File: config.mk
export PLATFORM = sky130hd
export DESIGN_NAME = mem_port_arbiter_flat
export DESIGN_NICKNAME = d
export VERILOG_FILES = /design/src/rtl/mem_port_arbiter_if.sv /design/src/rtl/mem_port_arbiter.sv /design/src/flat_wrapper.sv
export SDC_FILE = /design/constraint.sdc
export NUM_CORES = 1
export LEC_CHECK = 0
export CAP_MARGIN = 25
export CORE_MARGIN = 2
export CORE_UTILIZATION = 62
export CTS_CLUSTER_SIZE = 10
export DETAILED_ROUTE_END_ITERATION = 12
export DONT_BUFFER_PORTS = 1
export PLACE_DENSITY = 0.87
export SLEW_MARGIN = 0
export SYNTH_ARGS = -nofsm -noshare
export SYNTH_HDL_FRONTEND = slang
export SYNTH_SLANG_ARGS = --single-unit
File: constraint.sdc
create_clock -name clock -period 1.8 [get_ports clock]
set_input_delay 0.27 -clock clock [delete_from_list [all_inputs] [get_ports clock]]
set_output_delay 0.27 -clock clock [all_outputs]
set_load 0.005 [all_outputs]
File: src/rtl/mem_port_arbiter_if.sv
// Requester (P and D) and memory-side signals of the shared memory port.
// Latency: none, wires only; read data returns one cycle after a grant.
// Backpressure: a requester holds req/we/addr/wdata until it sees gnt at a rising edge.
interface mem_port_arbiter_if #(
  parameter int ADDR_W = 7,
  parameter int DATA_W = 16
);
  // processor port
  logic              p_req;
  logic              p_we;
  logic [ADDR_W-1:0] p_addr;
  logic [DATA_W-1:0] p_wdata;
  logic              p_gnt;
  logic              p_rvalid;
  logic [DATA_W-1:0] p_rdata;
  // debug / loader port
  logic              d_req;
  logic              d_we;
  logic [ADDR_W-1:0] d_addr;
  logic [DATA_W-1:0] d_wdata;
  logic              d_gnt;
  logic              d_rvalid;
  logic [DATA_W-1:0] d_rdata;
  // memory pins
  logic [ADDR_W-1:0] mem_addr;
  logic [DATA_W-1:0] mem_wdata;
  logic              mem_wren;
  logic [DATA_W-1:0] mem_q;
  // starvation visibility
  logic [3:0]        d_wait;

  // arbiter view
  modport slave (
    input  p_req, p_we, p_addr, p_wdata,
    input  d_req, d_we, d_addr, d_wdata,
    input  mem_q,
    output p_gnt, p_rvalid, p_rdata,
    output d_gnt, d_rvalid, d_rdata,
    output mem_addr, mem_wdata, mem_wren,
    output d_wait
  );

  // requester and memory view
  modport master (
    output p_req, p_we, p_addr, p_wdata,
    output d_req, d_we, d_addr, d_wdata,
    output mem_q,
    input  p_gnt, p_rvalid, p_rdata,
    input  d_gnt, d_rvalid, d_rdata,
    input  mem_addr, mem_wdata, mem_wren,
    input  d_wait
  );
endinterface

File: src/rtl/mem_port_arbiter.sv
// Shares one single-port memory between processor (P) and debug/loader (D); P priority with D starvation guard.
// Latency: grant and memory drive combinational in the request cycle; read data/rvalid one cycle after grant.
// Backpressure: loser sees gnt=0 and holds its request; ARB_ROUND_ROBIN_EN selects alternating arbitration.
module mem_port_arbiter #(
  parameter int ADDR_W   = 7,
  parameter int DATA_W   = 16,
  parameter int MAX_WAIT = 4
) (
  input  logic               clock,
  input  logic               resetn,
  mem_port_arbiter_if.slave  bus
);

  typedef enum logic [1:0] {IDLE, OWN_P, OWN_D} state_t;

  localparam logic [3:0] MAX_WAIT_L = 4'(MAX_WAIT);

  state_t            state;
  state_t            state_nx;
  logic              p_gnt;
  logic              d_gnt;
  logic              d_wins;
  logic [3:0]        wait_q;
  logic              p_pend;
  logic              d_pend;
  logic [ADDR_W-1:0] addr_q;
  logic [DATA_W-1:0] wdata_q;
  logic [DATA_W-1:0] p_rdata_q;
  logic [DATA_W-1:0] d_rdata_q;
  logic [ADDR_W-1:0] addr_c;
  logic [DATA_W-1:0] wdata_c;
  logic              wren_c;

  // state register: remembers who owned the memory last cycle
  always_ff @(posedge clock or negedge resetn) begin
    if (!resetn) state <= IDLE;
    else         state <= state_nx;
  end

  // next state: the port granted this cycle, IDLE when nobody was
  always_comb begin
    state_nx = IDLE;
    if (p_gnt)      state_nx = OWN_P;
    else if (d_gnt) state_nx = OWN_D;
  end

  // grant decision: at most one grant per cycle, none while in reset
  always_comb begin
    p_gnt = 1'b0;
    d_gnt = 1'b0;
`ifdef ARB_ROUND_ROBIN_EN
    // on contention the port that did not own last cycle wins; IDLE favours P
    d_wins = (state == OWN_P);
`else
    // D only beats P once it has been turned away MAX_WAIT cycles in a row
    d_wins = (wait_q >= MAX_WAIT_L);
`endif
    if (resetn) begin
      if (bus.p_req && bus.d_req) begin
        d_gnt = d_wins;
        p_gnt = !d_wins;
      end else begin
        p_gnt = bus.p_req;
        d_gnt = bus.d_req;
      end
    end
  end

`ifndef ARB_ROUND_ROBIN_EN
  // fixed priority never looks at the last owner
  logic unused_state;
  assign unused_state = ^state;
`endif

  // memory drive: granted port's access, else hold the last driven address/data
  always_comb begin
    addr_c  = addr_q;
    wdata_c = wdata_q;
    wren_c  = 1'b0;
    if (p_gnt) begin
      addr_c  = bus.p_addr;
      wdata_c = bus.p_wdata;
      wren_c  = bus.p_we;
    end else if (d_gnt) begin
      addr_c  = bus.d_addr;
      wdata_c = bus.d_wdata;
      wren_c  = bus.d_we;
    end
  end

  // registered copies of the last driven address/data for idle cycles
  always_ff @(posedge clock or negedge resetn) begin
    if (!resetn) begin
      addr_q  <= '0;
      wdata_q <= '0;
    end else if (p_gnt || d_gnt) begin
      addr_q  <= addr_c;
      wdata_q <= wdata_c;
    end
  end

  // starvation counter: counts consecutive denied D cycles, saturates at 15
  always_ff @(posedge clock or negedge resetn) begin
    if (!resetn)                   wait_q <= '0;
    else if (bus.d_req && !d_gnt)  wait_q <= (wait_q == 4'hF) ? wait_q : wait_q + 4'd1;
    else                           wait_q <= '0;
  end

  // read-in-flight flags; reset discards a pending read
  always_ff @(posedge clock or negedge resetn) begin
    if (!resetn) begin
      p_pend <= 1'b0;
      d_pend <= 1'b0;
    end else begin
      p_pend <= p_gnt && !bus.p_we;
      d_pend <= d_gnt && !bus.d_we;
    end
  end

  // capture returned read data so each port's rdata holds until its next read
  always_ff @(posedge clock or negedge resetn) begin
    if (!resetn) begin
      p_rdata_q <= '0;
      d_rdata_q <= '0;
    end else begin
      if (p_pend) p_rdata_q <= bus.mem_q;
      if (d_pend) d_rdata_q <= bus.mem_q;
    end
  end

  assign bus.p_gnt     = p_gnt;
  assign bus.d_gnt     = d_gnt;
  assign bus.mem_addr  = addr_c;
  assign bus.mem_wdata = wdata_c;
  assign bus.mem_wren  = wren_c;
  assign bus.p_rvalid  = p_pend;
  assign bus.d_rvalid  = d_pend;
  assign bus.p_rdata   = p_pend ? bus.mem_q : p_rdata_q;
  assign bus.d_rdata   = d_pend ? bus.mem_q : d_rdata_q;
  assign bus.d_wait    = wait_q;

endmodule

File: src/flat_wrapper.sv
// flat-port wrapper written by rule: the top's interface ports become plain ports
module mem_port_arbiter_flat 
#(
  parameter int ADDR_W   = 7,
  parameter int DATA_W   = 16,
  parameter int MAX_WAIT = 4
)
  (clock, resetn, bus_p_req, bus_p_we, bus_p_addr, bus_p_wdata, bus_d_req, bus_d_we, bus_d_addr, bus_d_wdata, bus_mem_q, bus_p_gnt, bus_p_rvalid, bus_p_rdata, bus_d_gnt, bus_d_rvalid, bus_d_rdata, bus_mem_addr, bus_mem_wdata, bus_mem_wren, bus_d_wait);
  mem_port_arbiter_if #(.ADDR_W(ADDR_W), .DATA_W(DATA_W)) bus_i ();
  input  logic clock;
  input  logic resetn;
  input wire logic [$bits(bus_i.p_req)-1:0] bus_p_req;
  input wire logic [$bits(bus_i.p_we)-1:0] bus_p_we;
  input wire logic [$bits(bus_i.p_addr)-1:0] bus_p_addr;
  input wire logic [$bits(bus_i.p_wdata)-1:0] bus_p_wdata;
  input wire logic [$bits(bus_i.d_req)-1:0] bus_d_req;
  input wire logic [$bits(bus_i.d_we)-1:0] bus_d_we;
  input wire logic [$bits(bus_i.d_addr)-1:0] bus_d_addr;
  input wire logic [$bits(bus_i.d_wdata)-1:0] bus_d_wdata;
  input wire logic [$bits(bus_i.mem_q)-1:0] bus_mem_q;
  output wire logic [$bits(bus_i.p_gnt)-1:0] bus_p_gnt;
  output wire logic [$bits(bus_i.p_rvalid)-1:0] bus_p_rvalid;
  output wire logic [$bits(bus_i.p_rdata)-1:0] bus_p_rdata;
  output wire logic [$bits(bus_i.d_gnt)-1:0] bus_d_gnt;
  output wire logic [$bits(bus_i.d_rvalid)-1:0] bus_d_rvalid;
  output wire logic [$bits(bus_i.d_rdata)-1:0] bus_d_rdata;
  output wire logic [$bits(bus_i.mem_addr)-1:0] bus_mem_addr;
  output wire logic [$bits(bus_i.mem_wdata)-1:0] bus_mem_wdata;
  output wire logic [$bits(bus_i.mem_wren)-1:0] bus_mem_wren;
  output wire logic [$bits(bus_i.d_wait)-1:0] bus_d_wait;
  assign bus_i.p_req = bus_p_req;
  assign bus_i.p_we = bus_p_we;
  assign bus_i.p_addr = bus_p_addr;
  assign bus_i.p_wdata = bus_p_wdata;
  assign bus_i.d_req = bus_d_req;
  assign bus_i.d_we = bus_d_we;
  assign bus_i.d_addr = bus_d_addr;
  assign bus_i.d_wdata = bus_d_wdata;
  assign bus_i.mem_q = bus_mem_q;
  assign bus_p_gnt = bus_i.p_gnt;
  assign bus_p_rvalid = bus_i.p_rvalid;
  assign bus_p_rdata = bus_i.p_rdata;
  assign bus_d_gnt = bus_i.d_gnt;
  assign bus_d_rvalid = bus_i.d_rvalid;
  assign bus_d_rdata = bus_i.d_rdata;
  assign bus_mem_addr = bus_i.mem_addr;
  assign bus_mem_wdata = bus_i.mem_wdata;
  assign bus_mem_wren = bus_i.mem_wren;
  assign bus_d_wait = bus_i.d_wait;
  mem_port_arbiter #(.ADDR_W(ADDR_W), .DATA_W(DATA_W), .MAX_WAIT(MAX_WAIT)) u_core (.clock(clock), .resetn(resetn), .bus(bus_i));
endmodule
-- Word level (Yosys, flattened, before mapping)
Cells that the tools add are included.
- word-level logic and storage cells: 34
- output and inout bits: 64
- bits in registers: 61
- mux-type cells: 14
- $add $sub $neg: 1
- equal/unequal tests: 2
- $lt $le $gt $ge: 1
- reduce and logical (&&, ||, !) cells: 9
- operators with widths (kind ; number):
    $mux W16 ; 4
    $mux W7 ; 2
    $mux W4 ; 2
    $mux W1 ; 6
    $add A4 B1 Y4 const B ; 1
    $eq A4 B4 Y1 const B ; 1
    $ge A4 B3 Y1 const B ; 1
    $logic_and A1 B1 Y1 ; 4
    $logic_not A1 Y1 ; 4
    $ne A2 B2 Y1 const B ; 1
    $logic_or A1 B1 Y1 ; 1

-- Depth between registers and ports, before layout
- word-level depth: 6
- mapped depth: 6
- mapped depth without buffers: 4

-- Worst setup path before layout
OpenSTA, ideal clock, no wires.
- path kind: reg-to-output
- from: register u_core.wait_q[2] (netlist: u_core.bus.d_wait[2])
- to: output bus_mem_wdata[10]
- buffers on the path: 3
- required time: 1.530 ns
- arrival time: 1.394 ns
- setup slack: 0.136 ns
- stages on the path, launching flop included: 7
- cell sequence: dfrtp_1 > o21ai_1 > and3_1 > clkbuf_2 > buf_6 > buf_6 > a221o_1
- word-level cells in the longest chain between the ends: 5
- RTL lines (what ; RTL line ; RTL):
    start: declaration ; mem_port_arbiter.sv:23 ; logic [3:0] wait_q;
    start signal: assignment ; mem_port_arbiter.sv:105 ; else if (bus.d_req && !d_gnt) wait_q <= (wait_q == 4'hF) ? wait_q : wait_q + 4'd1;
    $ge A4 B3 Y1 (*) ; mem_port_arbiter.sv:56 ; d_wins = (wait_q >= MAX_WAIT_L);
    $mux W1 / $logic_not A1 Y1 (equally long branches) ; mem_port_arbiter.sv:59, mem_port_arbiter.sv:61 ;
    $mux W1 (on tied branches) ; mem_port_arbiter.sv:58, mem_port_arbiter.sv:59 ;
    $mux W16 / $mux W1 (equally long branches) ; mem_port_arbiter.sv:84, mem_port_arbiter.sv:58 ;
    $mux W16 (*) ; mem_port_arbiter.sv:80 ; if (p_gnt) begin
    end: declaration ; flat_wrapper.sv:28 ; output wire logic [$bits(bus_i.mem_wdata)-1:0] bus_mem_wdata;
Mark *: on every way between the ends. The rest lies on a longest branch, timed or not.

-- Worst setup path after layout
- from: register u_core.wait_q[3] (netlist: u_core.bus.d_wait[3])
- to: output bus_mem_wdata[1]
Same word-level chain as after synthesis.

==> results.txt <==
- Post-detailed-route DRC marker count: 0
- The detailed router placed 1,872 vias in this run.
- The total overflow left after global routing is 0.
- Gate power share: 18.9%
- Violated checks: negative setup slack
- In the final routed layout, each cell accounts on average for 24.00 µm.
- Number of antenna violations at the first check in global routing: 0
- Adding up every negative setup slack in the final design gives -1553 ps.
* Half-perimeter wire length of the detailed placement result: 3992 µm
- Routability-driven placement finished with a final weighted congestion of 0.7358.
- CTS tree: done
- Worst Max-Slew Pin Slew: 962.7 ps
- Start point of the worst hold path: bus_d_wdata[15]
- Worst ir drop on vdd: 0.5988 mV
* Average size of a mapped cell: 13.37 µm²
* Seq/Total Area, Yosys: 55.96%
- Compared with the post-synthesis result, the final layout area differs by 12.34%.
- The detailed router finished its first iteration with 105 violations.
* Largest net degree at the start of global routing: 62
* Switching Power: 0.8460 mW
- Share of cells above drive strength 1: 27.52%
* Global-route wire length before repair: 10,020 µm
* Power per standard cell area: 1068 mW/mm²
* Inst Count DP: 245
- Effective utilization at floorplan: 63.52%
- The number of nets in the synthesized netlist is 273.
* Number of iterations in the first detailed-routing pass: 4
- Worst Path Max Fanout: 11
- Synthesis handed over a netlist of 204 instances.
- Post-layout utilization of the core: 71.36%
* Number of placement rows: 24
- Clock-pin slew was measured on the worst setup and hold paths at 70 ps.
- The max-slew violation count is 0.
- Worst Skew: 3.880 ps
* Hold-critical path depth: 1
- For hold timing, the worst endpoint is u_core.wdata_q[15].
- Clock period minus worst slack: 1893 ps
* Horiz. Die Dim: 70.33 µm
* Number of buffer cells added on primary ports: 0
- Buffer depth of the longest clock path: 2
* Period utilization: 105.2%
- The floorplan step set the die height to 70.33 µm.
- The number of global-route vias before repair was 1,949.
* Max-cap violations: 0
- Headroom to the max-slew limit: 35.75%
- The endpoint identified for the worst register-to-register timing path is u_core.wdata_q[7].
* Clock network latency to the later pin of the worst-skew pair: 320 ps
- Num CTS Buffers: 9
- Final instance count without filler cells: 270
- The internal power of the cells totals 2.426 mW.
- The run finished, with violations left.
- The root buffer cell chosen for the clock tree is clkbuf_8.
* Worst setup startpoint: u_core.bus.d_wait[3]
- In the global route stage, overall resource usage came out at 26.59%.
- #FFs+latches synth: 61
- Setup violations remaining at the end of the flow were counted as 24.
- Final #Nets: 283
- The worst register-to-register path begins at u_core.bus.d_wait[2].
* Dpl ws: -23.17 ps
- In this run the number of H-tree levels came out at 3.
* Combined area of all synthesized cells: 0.002728 mm²
- RSZ-0062 raised after global routing: yes
- The region available for standard cell placement spans 0.004294 mm².
- Proportion of total power due to net switching: 25.86%
- The min-delay analysis places its worst path in the category in2reg.
- Clock Sink Count: 61
- Type of the worst setup path: reg2out
- For this design the static power due to leakage is 1.328 nW.
- Yosys warning count: 0
- Wire length after detailed routing: 6481 µm
- Required time worst endpoint: 1530 ps
- IO Pins: 132
- WP data arrival: 1620 ps
* Count of endpoints failing hold in the final timing report: 0
- Count of cells along the worst register-to-register path: 4
- Total Die Area: 0.004946 mm²
* Share of total power in sequential cells: 50.7%
- Kind of capture point of the worst setup path: output pin
* Worst reg-to-reg setup slack: 50 ps
* Remaining number of nets flagged by the antenna check after routing: 0
- Detailed-route vias per instance: 6.933
- Timing would allow up to 0.5283 GHz.
* Critical Path Source Type: flip-flop
- Of the total power, the clock network draws 30.4%.
- 0 antenna diodes ended up in the layout.
* Total Power: 3.272 mW
- Across all setup checks in the final design, the least slack found is -92.97 ps.
* Count of distinct cell types in the synthesized netlist: 25
[timing repair]
action | CTS | global route
pin swaps | 20 | 3
setup endpoints to repair | 25 | 38
buffers inserted | 2 | 1
hold buffers | 3 | 1
endpoints found under the hold margin | 62 | 1
resized for setup | 3 | 0
cloned | 2 | 1
[power by group through the flow]
stage | logic (mW) | registers, mW | clock network [mW]
CTS | 0.618 | 1.66 | 1.02
detailed placement | 0.553 | 1.68 | 0
global route | 0.673 | 1.68 | 1.08
floorplan | 0.461 | 1.66 | 0
finish | 0.617 | 1.66 | 0.996
global placement | 0.523 | 1.67 | 0
[layout make-up]
type | instances | area (µm²)
well taps | 52 | 65.06
fillers | 277 | 1230
repair buffers | 14 | 170.2
clock inverters | 2 | 10.01
flip-flops and latches | 61 | 1526
inverters | 1 | 3.754
multi-input cells | 127 | 1140
clock buffers | 13 | 148.9
[layout by cell type (no fill, tap or decap), drive strengths merged]
master	n
ha	1
a22o	1
dlygate4sd3	3
bufbuf	1
and2	23
mux2	32
nor3	2
o21ai	3
clkinv	2
nor2b	1
and3	1
a31oi	1
clkbuf	13
nor2	8
nor3b	1
nand2	2
dfrtp	61
inv	1
a221o	46
buf	10
a211oi	1
nand3	2
mux2i	1
xnor2	1
[Yosys cell counts]
library cell / n / area [µm²]
dfrtp_1: 61 / 1526
a221o_1: 46 / 460.4
mux2_2: 32 / 360.4
and2_1: 23 / 143.9
buf_2: 7 / 35.03
nor2_1: 6 / 22.52
clkbuf_1: 5 / 18.77
buf_1: 2 / 7.510
buf_6: 2 / 22.52
nand2_1: 2 / 7.510
nand3_1: 2 / 10.01
nor3_1: 2 / 10.01
o21ai_0: 2 / 10.01
a211oi_1: 1 / 7.510
a22o_1: 1 / 8.760
a31oi_1: 1 / 6.260
and3_1: 1 / 6.260
clkbuf_2: 1 / 5.000
ha_1: 1 / 12.51
inv_1: 1 / 3.750
mux2i_1: 1 / 10.01
nor2b_1: 1 / 6.260
nor3b_2: 1 / 12.51
o21ai_1: 1 / 5.000
xnor2_1: 1 / 8.760
[sequential cells by signal (all words and copies together), names as in the netlist]
signal               count
u_core.bus.d_rvalid      1
u_core.p_rdata_q        16
u_core.bus.d_wait        4
u_core.wdata_q          16
u_core.bus.p_rvalid      1
u_core.addr_q            7
u_core.d_rdata_q        16
[cell families (layout without fill, tap and decap cells)]
family | count (synthesis) | after routing | share of synthesized area (%)
buffers and inverters | 18 | 30 | 3.394
AOI/OAI and AO/OA | 52 | 52 | 18.26
DFF | 61 | 61 | 55.96
and+or+nand+nor | 38 | 40 | 8.028
adders and majority gates | 1 | 1 | 0.4586
xor gates and xnor gates | 1 | 1 | 0.3212
muxes | 33 | 33 | 13.58
[critical path, cell delays in order, from the launching register on]
cell,delay [ps]
dfrtp_1,420
nor3b_4,320
nor2_2,200
a221o_1,360
[per-stage QoR]
| step | hold slack, ps | cell area (µm²) |
|---|---|---|
| after floorplan | -25.59 | 2728 |
| after global placement | -24.36 | 2769 |
| after detailed placement | -24.26 | 2769 |
| after CTS | 2.555 | 3040 |
| after global routing | 64.22 | 3064 |
| final | 87.54 | 3064 |
[routing by layer]
layer	vias up	GRT usage (%)	part of all wire (%)
met4	0	9.402	1.2
met3	6	10.82	10
met5	-	0	0
met1	927	32.26	36
met2	128	42.87	52
li1	811	-	-
[how the worst max path moves through the flow]
stage	to	slack, ps	cells after the start
after floorplan	bus_mem_wdata[10]	140	6
after global routing	bus_mem_addr[5]	-160	3
after CTS	bus_mem_wdata[14]	-90	3
final	bus_mem_wdata[1]	-90	3
after detailed placement	bus_mem_wdata[14]	-20	3
after global placement	bus_mem_wdata[14]	60	3
Power figures use the tool's default switching activity.
